## src/rtl/dac_spi_master.sv

```systemverilog
// rtl/dac_spi_master.sv - 24-bit SPI master with SYNC framing and a one-deep request queue
//
// Ports:
//   clk             system clock
//   rst             asynchronous reset, active high
//   start           frame request, sampled every cycle
//   data_in[23:0]   command word, captured on the cycle start is accepted
//   busy            high from the cycle after acceptance until the SYNC gap ends
//   new_data        one-cycle pulse when a frame completes
//   data_out[23:0]  word received on miso, updated on the new_data cycle
//   overrun         sticky, set when a start request is dropped
//   sclk            SPI clock, idles high
//   mosi            serial data out, MSB first
//   miso            serial readback data
//   sync_n          frame select, active low
module dac_spi_master #(
    parameter int CLK_DIV  = 2,
    parameter int SYNC_GAP = 2
) (
    input  logic        clk,
    input  logic        rst,
    input  logic        start,
    input  logic [23:0] data_in,
    output logic        busy,
    output logic        new_data,
    output logic [23:0] data_out,
    output logic        overrun,
    output logic        sclk,
    output logic        mosi,
    input  logic        miso,
    output logic        sync_n
);

    localparam logic [7:0] DIV_LAST = 8'(CLK_DIV - 1);
    localparam logic [7:0] GAP_LEN  = 8'(SYNC_GAP);

    typedef enum logic [2:0] {
        IDLE,
        SHIFT,
        TRAIL,
        DONE,
        GAP
    } state_t;

    state_t      state, state_d;
    logic [7:0]  div_cnt, div_cnt_d;
    logic        low_phase, low_phase_d;
    logic [4:0]  bit_cnt, bit_cnt_d;
    logic [7:0]  gap_cnt, gap_cnt_d;
    logic [23:0] tx_sreg, tx_sreg_d;
    logic [23:0] rx_sreg, rx_sreg_d;
    logic [23:0] pend_data, pend_data_d;
    logic        pend_valid, pend_valid_d;

    logic        busy_d, new_data_d, overrun_d, sclk_d, mosi_d, sync_n_d;
    logic [23:0] data_out_d;

    logic        launch;
    logic [23:0] launch_word;

    // Every output is a register loaded from its *_d value, so the pins
    // always describe the cycle the state register is currently in.
    always_ff @(posedge clk or posedge rst) begin
        if (rst) begin
            state      <= IDLE;
            div_cnt    <= '0;
            low_phase  <= 1'b0;
            bit_cnt    <= '0;
            gap_cnt    <= '0;
            tx_sreg    <= '0;
            rx_sreg    <= '0;
            pend_data  <= '0;
            pend_valid <= 1'b0;
            busy       <= 1'b0;
            new_data   <= 1'b0;
            data_out   <= '0;
            overrun    <= 1'b0;
            sclk       <= 1'b1;
            mosi       <= 1'b0;
            sync_n     <= 1'b1;
        end else begin
            state      <= state_d;
            div_cnt    <= div_cnt_d;
            low_phase  <= low_phase_d;
            bit_cnt    <= bit_cnt_d;
            gap_cnt    <= gap_cnt_d;
            tx_sreg    <= tx_sreg_d;
            rx_sreg    <= rx_sreg_d;
            pend_data  <= pend_data_d;
            pend_valid <= pend_valid_d;
            busy       <= busy_d;
            new_data   <= new_data_d;
            data_out   <= data_out_d;
            overrun    <= overrun_d;
            sclk       <= sclk_d;
            mosi       <= mosi_d;
            sync_n     <= sync_n_d;
        end
    end

    always_comb begin
        state_d      = state;
        div_cnt_d    = div_cnt;
        low_phase_d  = low_phase;
        bit_cnt_d    = bit_cnt;
        gap_cnt_d    = gap_cnt;
        tx_sreg_d    = tx_sreg;
        rx_sreg_d    = rx_sreg;
        pend_data_d  = pend_data;
        pend_valid_d = pend_valid;
        busy_d       = busy;
        new_data_d   = 1'b0;
        data_out_d   = data_out;
        overrun_d    = overrun;
        sclk_d       = sclk;
        mosi_d       = mosi;
        sync_n_d     = sync_n;
        launch       = 1'b0;
        launch_word  = data_in;

        case (state)
            IDLE: begin
                if (start) begin
                    launch      = 1'b1;
                    launch_word = data_in;
                end
            end

            SHIFT: begin
                if (start) overrun_d = 1'b1;
                div_cnt_d = div_cnt + 8'd1;
                if (div_cnt == DIV_LAST) begin
                    div_cnt_d = '0;
                    if (!low_phase) begin
                        low_phase_d = 1'b1;
                        sclk_d      = 1'b0;
                    end else begin
                        // Last cycle of the low phase: take the readback bit.
                        rx_sreg_d   = {rx_sreg[22:0], miso};
                        low_phase_d = 1'b0;
                        sclk_d      = 1'b1;
                        if (bit_cnt == 5'd0) begin
                            state_d = TRAIL;
                        end else begin
                            bit_cnt_d = bit_cnt - 5'd1;
                            tx_sreg_d = {tx_sreg[22:0], 1'b0};
                            mosi_d    = tx_sreg[22];
                        end
                    end
                end
            end

            TRAIL: begin
                if (start) overrun_d = 1'b1;
                div_cnt_d = div_cnt + 8'd1;
                if (div_cnt == DIV_LAST) begin
                    div_cnt_d  = '0;
                    state_d    = DONE;
                    sync_n_d   = 1'b1;
                    mosi_d     = 1'b0;
                    new_data_d = 1'b1;
                    data_out_d = rx_sreg;
                    gap_cnt_d  = 8'd1;
                end
            end

            DONE, GAP: begin
                // gap_cnt counts high SYNC cycles so far, the DONE cycle being 1.
                if (gap_cnt >= GAP_LEN) begin
                    if (pend_valid) begin
                        launch       = 1'b1;
                        launch_word  = pend_data;
                        pend_valid_d = 1'b0;
                        if (start) overrun_d = 1'b1;
                    end else if (start) begin
                        launch      = 1'b1;
                        launch_word = data_in;
                    end else begin
                        state_d = IDLE;
                        busy_d  = 1'b0;
                    end
                end else begin
                    gap_cnt_d = gap_cnt + 8'd1;
                    state_d   = GAP;
                    if (start) begin
                        if (pend_valid) begin
                            overrun_d = 1'b1;
                        end else begin
                            pend_valid_d = 1'b1;
                            pend_data_d  = data_in;
                        end
                    end
                end
            end

            default: state_d = IDLE;
        endcase

        if (launch) begin
            state_d     = SHIFT;
            tx_sreg_d   = launch_word;
            bit_cnt_d   = 5'd23;
            div_cnt_d   = '0;
            low_phase_d = 1'b0;
            busy_d      = 1'b1;
            sync_n_d    = 1'b0;
            sclk_d      = 1'b1;
            mosi_d      = launch_word[23];
        end
    end

endmodule

```

## config.mk

```make
export PLATFORM = sky130hd
export DESIGN_NAME = dac_spi_master
export DESIGN_NICKNAME = d
export VERILOG_FILES = /design/src/rtl/dac_spi_master.sv
export SDC_FILE = /design/constraint.sdc
export NUM_CORES = 1
export LEC_CHECK = 0
export CAP_MARGIN = 10
export CORE_MARGIN = 1
export CORE_UTILIZATION = 45
export DETAILED_ROUTE_END_ITERATION = 12
export GPL_TIMING_DRIVEN = 0
export MAX_ROUTING_LAYER = met4
export PLACE_DENSITY = 0.74
export SYNTH_ARGS = -nofsm -noshare
export SYNTH_HDL_FRONTEND = slang
export SYNTH_SLANG_ARGS = --single-unit
export TNS_END_PERCENT = 5
```

## constraint.sdc

```tcl
create_clock -name clk -period 4.44 [get_ports clk]
set_input_delay 0.888 -clock clk [delete_from_list [all_inputs] [get_ports clk]]
set_output_delay 0.888 -clock clk [all_outputs]
set_load 0.01 [all_outputs]
```

# [Word-level counts from Yosys, hierarchy flattened]
# Index checks and enable logic that the tools add are counted.
[word_totals] output_inout_bits=30 word_cells=132 in_bits=28 register_bits=127
[op_classes] reduce_logical=27 add_sub_neg=3 bitwise=1 eq_ne=20 order_cmp=1 n_mux=64
[ops] op="23-bit 2-to-1 mux" count=5
[ops] op="24-bit 2-to-1 mux" count=3
[ops] op="8-bit 2-to-1 mux" count=5
[ops] op="1-bit 2-to-1 mux" count=33
[ops] op="5-bit 2-to-1 mux" count=5
[ops] op="3-bit 2-to-1 mux" count=8
[ops] op="2-bit nonzero test" count=10
[ops] op="3-bit inequality test, second input constant" count=6
[ops] op="8-bit by 1-bit adder with 8-bit output, second input constant" count=2
[ops] op="8-bit case mux with 2 select lines" count=1
[ops] op="3-bit case mux with 4 select lines" count=1
[ops] op="3-bit AND reduction" count=4
[ops] op="2-bit inequality test, second input constant" count=5
[ops] op="8-bit by 1-bit equality test with 1-bit output, second input constant" count=1
[ops] op="8-bit by 2-bit >= comparator with 1-bit output, second input constant" count=1
[ops] op="4-bit inequality test, second input constant" count=2
[ops] op="2-bit AND reduction" count=4
[ops] op="4-bit AND reduction" count=2
[ops] op="7-bit AND reduction" count=1
[ops] op="3-bit by 2-bit equality test with 1-bit output, second input constant" count=2
[ops] op="1-bit case mux with 2 select lines" count=3
[ops] op="5-bit zero test" count=1
[ops] op="5-bit AND reduction" count=1
[ops] op="5-bit by 1-bit subtractor with 5-bit output, second input constant" count=1
[ops] op="other kinds (7)" count=9

# [Logic depth before layout (Yosys ltp)]
# Gate-level depths: netlist of the first run.
[logic_depth] word_depth=6 mapped_depth=9 ltp_nobuf=8

# [Least setup slack after synthesis of the first run]
# Ideal clock, no wire load.
[synth_path] kind="input -> register" from="in start" to="reg mosi" path_buffers=0 t_required_ns=4.314 path_stages=4 arrival_ns=1.952 path_slack_ns=2.362 setup_ns=0.126 cell_sequence="nor4b_1 a21oi_1 a311o_1 a221o_1"
[synth_between] elab_chain_len=6 elab_cells_between_ends=11 cone_classes="eq/ne (4); mux (5); reduce/logical (2)"
[synth_lines] item="start, declared" line="22" rtl="input logic start,"
[synth_lines] item="1-bit 2-to-1 mux *" line="123, 175"
[synth_lines] item="1-bit 2-to-1 mux" line="170" rtl="if (pend_valid) begin"
[synth_lines] item="1-bit 2-to-1 mux" line="169" rtl="if (gap_cnt >= GAP_LEN) begin"
[synth_lines] item="1-bit case mux with 2 select lines *" line="121" rtl="case (state)"
[synth_lines] item="3-bit inequality test (no line) / 3-bit nonzero test (equally long branches)"
[synth_lines] item="5-bit AND reduction (no line)"
[synth_lines] item="end signal, assigned" line="96" rtl="mosi <= mosi_d;"
[synth_lines] item="end, declared" line="29" rtl="output logic mosi,"
# Every way passes the cells marked *; elsewhere a longest branch is shown, timed or not.
# A chain may end at the register's enable or synchronous reset.

# [Worst setup path in the final report of the first run]
# Ends and elaborated chain as after synthesis.

==> impl_metrics.yaml, run 1 <==
synth:
  synth_flop_cell: "dfrtp_1"
  synth.most_common_cell: "dfrtp_1"
  synth-seq-cells: 127
  synthCells: 471
  yosysTopAreaCellShare_pct: 55.3
  yosysTopAreaCell: "dfrtp_1"
  ys_top_cells_by_area: "dfrtp_1, mux2i_1, mux2_1"
  async_flop_share_pct: 100
  postSynthAreaPerCell_um2: 12.0
  synthesis.area_um2: 5650
  synth-seq-area-share_pct: 56.3
  yosysWarnings: 0
  synth_cell_type_count: 50
  synth_common_cells: "dfrtp_1, nand2_1, mux2i_1"
  synth_edf_count: 0
  syn_nets: 505
place:
  portBuffers: 57
  place_congestion: 0.778
  dpl_cell_area_um2: 6460
  place_hpwl_um: 7100
clock_tree:
  cts_root_buf: "clkbuf_16"
  cts_tree: "done"
  cts_setup_buffers: 0
  numCtsBuffers: 17
  clk_path_buf_depth: 2
  cts_htree_levels: 4
  ctsHoldBuffers: 0
  cts_sinks: 127
  clkTransAtPathRegs_ns: 0.06
  clk_latency_ns: 0.42
  cts_resized: 0
setup_path:
  worstSetupPathType: "input port to flop"
  crit_family: "compound AO/OA/AOI/OAI gates"
  crit_buf_inv: 1
  rrSetupSlack_ns: 2.04
  crit_fanout: 6
  arrival_ns: 2.72
  path_cells: "clkdlybuf4s50_1 -> nor4b_1 -> a21oi_1 -> a311o_1 -> a221o_1"
  critPathLaunchType: "input port"
  crit_required_ns: 4.74
  slowest_stage: "clkdlybuf4s50_1"
  endpoint_kind: "flop"
  cp_slowest_stage_delay_ns: 0.56
die:
  initial_core_util_pct: 46.7
  dieArea_um2: 13000
  coreArea_um2: 12100
  fp.dieH_um: 114
  die_width_um: 114
  num_rows: 40
  io_pins: 58
flow_run:
  cap_violations: 0
global_routing:
  use_met2_pct: 29.3
  met1_usage_pct: 22.4
  grtUsageMet3_pct: 5.56
  grt_max_degree: 71
  grt_most_used_layer: "met2"
  grt_usage_pct: 18.7
  grt_pass1_wl_um: 18100
  antenna_found_initial: 0
  grt-ovfl-total: 0
  grt_pass1_vias: 3894
sta:
  post-route-min-period_ns: 2.42
  slew_headroom_pct: 65.5
  setup_violations: 0
  finalCritPeriodShare_pct: 54.5
  finClkSkew_ns: 0.00898
  final.setup.tns_ns: 0
  grt_setup_unrepaired: "no"
  drv_slew: 0
  max_freq_mhz: 413
  tightest_slew_ns: 0.517
  hold_viol: 0
detailed_routing:
  post_drt_wl_per_cell_um: 14.2
  post_drt_via_cell_ratio: 5.10
  firstDrtPassIters: 4
  drt_iter0_drc: 203
  routed_wl_um: 10300
  drcViolationCount: 0
  num_vias: 3716
  postRouteAntennaNets: 0
min_path:
  min_path_type: "flop to flop"
outcome:
  outcome: "complete, no violations"
cells_and_area:
  antennaDiodeCount: 0
  syn_to_final_growth_pct: 24.6
  drive_above_1_share_pct: 12.8
  final_core_util_pct: 58.2
  nets: 582
  fin_area_um2: 7040
power:
  vdd_drop_max_mv: 0.280
  powerDensity_nw_per_um2: 507
  leakagePower_uw: 0.00375
-- power breakdown --
part | total, µW | internal [µW] | leakage [µW] | switching, µW
Sequential | 1550 | 1380 | 0.00163 | 163
Combinational | 693 | 346 | 0.00186 | 347
Clock | 1330 | 812 | 0.000259 | 519
-- cells in the final DEF, fill, tap and decap left out, types with 2 or more instances in the layout --
cell               n
buf_2             14
o21a_1             2
nor3_1             4
nor4_2             2
nand3b_1           2
dfrtp_1          125
buf_4              3
nor2b_1            9
o31ai_1            3
xor2_1             2
a31oi_1            3
mux2_1            41
clkinvlp_4         8
o21ai_0            5
and3_1             2
o211ai_1           2
a221o_1            2
o22ai_1            3
inv_1              8
mux2i_1           69
nor2_1            10
nand2_1           90
nand2b_1           4
a21oi_1            7
clkinv_4           2
clkdlybuf4s50_1   57
nand4_1            3
dfstp_2            2
nor4b_1            2
nand3_1            7
mux2_2             6
clkbuf_16         17
xnor2_1            3
clkbuf_1           5
o21ai_1            3
clkbuf_8           3
ha_1               6
and2_1             4
-- worst paths after layout --
path	start	endpoint	depth (start not counted)
worst max-delay path	start	mosi	5
worst min-delay path	data_out[17]	data_out[17]	2
worst max register to register	div_cnt[1]	data_out[20]	9
worst min register to register	data_out[17]	data_out[17]	2
max in group asynchronous	rst	mosi	3
min in group asynchronous	rst	rx_sreg[0]	2
-- flip-flops by register name (all words and copies together) (netlist names) --
register,cells
data_out,24
pend_data,24
rx_sreg,24
tx_sreg,23
div_cnt,8
gap_cnt,8
bit_cnt,5
state,3
busy,1
low_phase,1
mosi,1
new_data,1
overrun,1
pend_valid,1
sclk,1
sync_n,1
-- cells by family (layout without fill, tap and decap cells) --
kind of cell	count (synthesis)	count (layout)	share of synthesized area, %
AO/OA/AOI/OAI	34	34	4.14
flip-flops	127	127	56.3
buffers and inverters	32	122	2.63
adder cells (fa/ha/maj)	6	6	1.33
multiplexers	116	116	21.6
XOR/XNOR	5	5	0.775
AND/OR/NAND/NOR	151	151	13.3
-- worst min-delay path, delay by kind of cell (launching register included) --
family | cells | cell delay (ns)
flops | 1 | 0.34
simple gates | 2 | 0.10
-- metrics by stage --
step | total power [µW] | cells | setup WS [ns] | hold slack [ns]
after floorplan | 2050 | 471 | 0.171 | 0.435
after global placement | 2210 | 696 | -1.44 | 0.458
after detailed placement | 2260 | 697 | 1.61 | 0.457
after CTS | 3600 | 729 | 2.03 | 0.479
after global routing | 3760 | 729 | 1.88 | 0.497
final | 3570 | 729 | 2.02 | 0.478
-- routing by layer --
layer / vias to the layer above / part of all wire (%)
met4: 0 / 2.3
met5: - / 0
li1: 1786 / -
met3: 22 / 3.1
met1: 1851 / 46
met2: 57 / 49
-- cell type report --
| class | instances | area (µm²) |
|---|---|---|
| Clock buffer | 20 | 467 |
| Clock inverter | 12 | 113 |
| Timing Repair Buffer | 58 | 598 |
| Buffer | 22 | 111 |
| Sequential cell | 127 | 3180 |
| Inverter | 10 | 42.5 |
| Multi-Input combinational cell | 312 | 2320 |
| Tap cell | 168 | 210 |
| Fill cell | 1044 | 5070 |
No activity file was read; power rests on OpenSTA's default activity.
==> inputs of run 2 (changes only) <==
--- a/config.mk
+++ b/config.mk
@@ -11,7 +11,7 @@
 export DETAILED_ROUTE_END_ITERATION = 12
 export GPL_TIMING_DRIVEN = 0
 export MAX_ROUTING_LAYER = met4
-export PLACE_DENSITY = 0.74
+export PLACE_DENSITY = 0.72
 export SYNTH_ARGS = -nofsm -noshare
 export SYNTH_HDL_FRONTEND = slang
 export SYNTH_SLANG_ARGS = --single-unit
==> constraint.sdc (replaced) <==
create_clock -name clk -period 2.3 [get_ports clk]
set_input_delay 0.46 -clock clk [delete_from_list [all_inputs] [get_ports clk]]
set_output_delay 0.46 -clock clk [all_outputs]
set_load 0.01 [all_outputs]
==> impl_metrics.yaml, run 2 (same netlist as run 1, synthesis figures left out) <==
outcome:
  outcome: "complete, no violations"
setup_path:
  crit_required_ns: 2.58
  ff2ff_path_depth: 7
  critPathLaunchType: "flop"
  endpoint_kind: "flop"
  worstSetupPathType: "flop to flop"
  cp_num_cells: 7
  rrSetupSlack_ns: 0.12
  arrival_ns: 2.46
  r2r_end: "rx_sreg[8]"
  r2r_start: "div_cnt[1]"
  crit_fanout: 10
  crit_family: "compound AO/OA/AOI/OAI gates"
  slowest_stage: "a221o_1"
  cp_slowest_stage_delay_ns: 0.40
  crit_buf_inv: 2
  path_cells: "inv_1 -> ha_1 -> nor4b_2 -> a221o_1 -> nand3_4 -> buf_2 -> mux2_1"
cells_and_area:
  multiInputGateArea_um2: 2360
  final_core_util_pct: 59.6
  antennaDiodeCount: 0
  final_cell_mix: "dfrtp_1, nand2_1, mux2i_1, clkdlybuf4s50_1, mux2_1"
  drive_above_1_share_pct: 14.3
  syn_to_final_growth_pct: 27.8
  nFillCells: 997
  regArea_um2: 3180
  reg_top3: "data_out (24), pend_data (24), rx_sreg (24)"
  nets: 589
  mostFrequentLayoutCell: "dfrtp_1"
sta:
  setup_violations: 0
  tightest_slew_ns: 0.467
  drv_slew: 0
  grt_setup_unrepaired: "yes"
  max_freq_mhz: 458
  post-route-min-period_ns: 2.18
  hold_viol: 0
  final.setup.tns_ns: 0
  slew_headroom_pct: 68.4
  worst_slack_ns: 0.119
  finalCritPeriodShare_pct: 94.8
  finClkSkew_ns: 0.00789
global_routing:
  grt_max_degree: 41
  grt_usage_pct: 19.1
  grt-ovfl-total: 0
  grt_pass1_vias: 3947
  antenna_found_initial: 0
  grt_pass1_wl_um: 18600
clock_tree:
  clkTransAtPathRegs_ns: 0.06
  ctsHoldBuffers: 0
  cts_tree: "done"
  clk_path_buf_depth: 2
  cts_sinks: 127
  cts_root_buf: "clkbuf_16"
  numCtsBuffers: 17
  clk_latency_ns: 0.41
  cts_htree_levels: 4
detailed_routing:
  routed_wl_um: 10600
  postRouteAntennaNets: 0
  num_vias: 3720
  drt_iter0_drc: 139
  firstDrtPassIters: 4
  post_drt_wl_per_cell_um: 14.5
  post_drt_via_cell_ratio: 5.06
  drcViolationCount: 0
power:
  leakagePower_uw: 0.00385
  vdd_drop_max_mv: 0.529
  powerDensity_nw_per_um2: 1010
die:
  io_pins: 58
  initial_core_util_pct: 46.7
  die_width_um: 114
  dieArea_um2: 13000
  num_rows: 40
  fp.dieH_um: 114
  coreArea_um2: 12100
place:
  place_congestion: 0.753
  dp_slack_ns: -0.143
  portBuffers: 57
  place_hpwl_um: 7270
min_path:
  min_path_type: "input port to async pin"
flow_run:
  cap_violations: 0
run 2: cell types whose count changed in the layout (fill, tap and decap cells not counted), moves of 2 or more:
cell,previous run,this run
buf_4,3,9
bufinv_16,1,5
clkinvlp_4,8,4
buf_12,0,3
buf_2,14,11
clkbuf_4,0,2
clkinv_2,1,3
clkinv_4,2,0
run 2: area by class of cell:
cell class,instances,share of cell area (%)
Tap cell,168,2.91
Buffer,22,1.66
Inverter,10,0.572
Multi-Input combinational cell,312,32.7
Clock inverter,11,2.60
Sequential cell,127,44.0
Clock buffer,20,6.32
Timing Repair Buffer,65,9.25
run 2: worst max path at each step:
| stage | from | endpoint | slack (ns) |
|---|---|---|---|
| 6_report | div_cnt[1] | rx_sreg[8] | 0.12 |
| 5_1_grt | div_cnt[1] | data_out[4] | -0.01 |
| 4_1_cts | gap_cnt[0] | pend_data[3] | 0.003 |
| 3_5_place_dp | start | mosi | -0.14 |
| 3_3_place_gp | rst | pend_data[3] | -0.83 |
| 2_1_floorplan | gap_cnt[0] | pend_data[0] | 0.25 |
run 2: report_power, final:
group	internal, µW	leakage [µW]	total, µW	switching, µW
logic	717	0.00191	1420	703
clock network	1970	0.000308	2900	933
registers	2670	0.00163	3000	329
total	5360	0.00385	7320	1960
run 2: what timing repair did:
item,4_1_cts,5_1_grt
setup endpoints to repair,32,90
pin swaps,1,2
buffers inserted,0,5
gates resized for setup,2,10
run 2: metrics by stage:
step	cells	total power, µW	hold slack (ns)	cell area, µm²
after floorplan	471	3960	0.435	5660
after global routing	735	7700	0.475	7220
final	735	7320	0.429	7220
after CTS	730	7330	0.438	7150
after global placement	696	4280	0.454	6440
after detailed placement	699	4380	0.455	6500
run 2: metal layers:
layer / GRT usage, % / up-vias / wire (µm)
li1: - / 1795 / -
met1: 23.3 / 1860 / 4760
met2: 31.3 / 51 / 5430
met3: 4.55 / 14 / 295
met4: 6.67 / 0 / 157
met5: - / - / 0
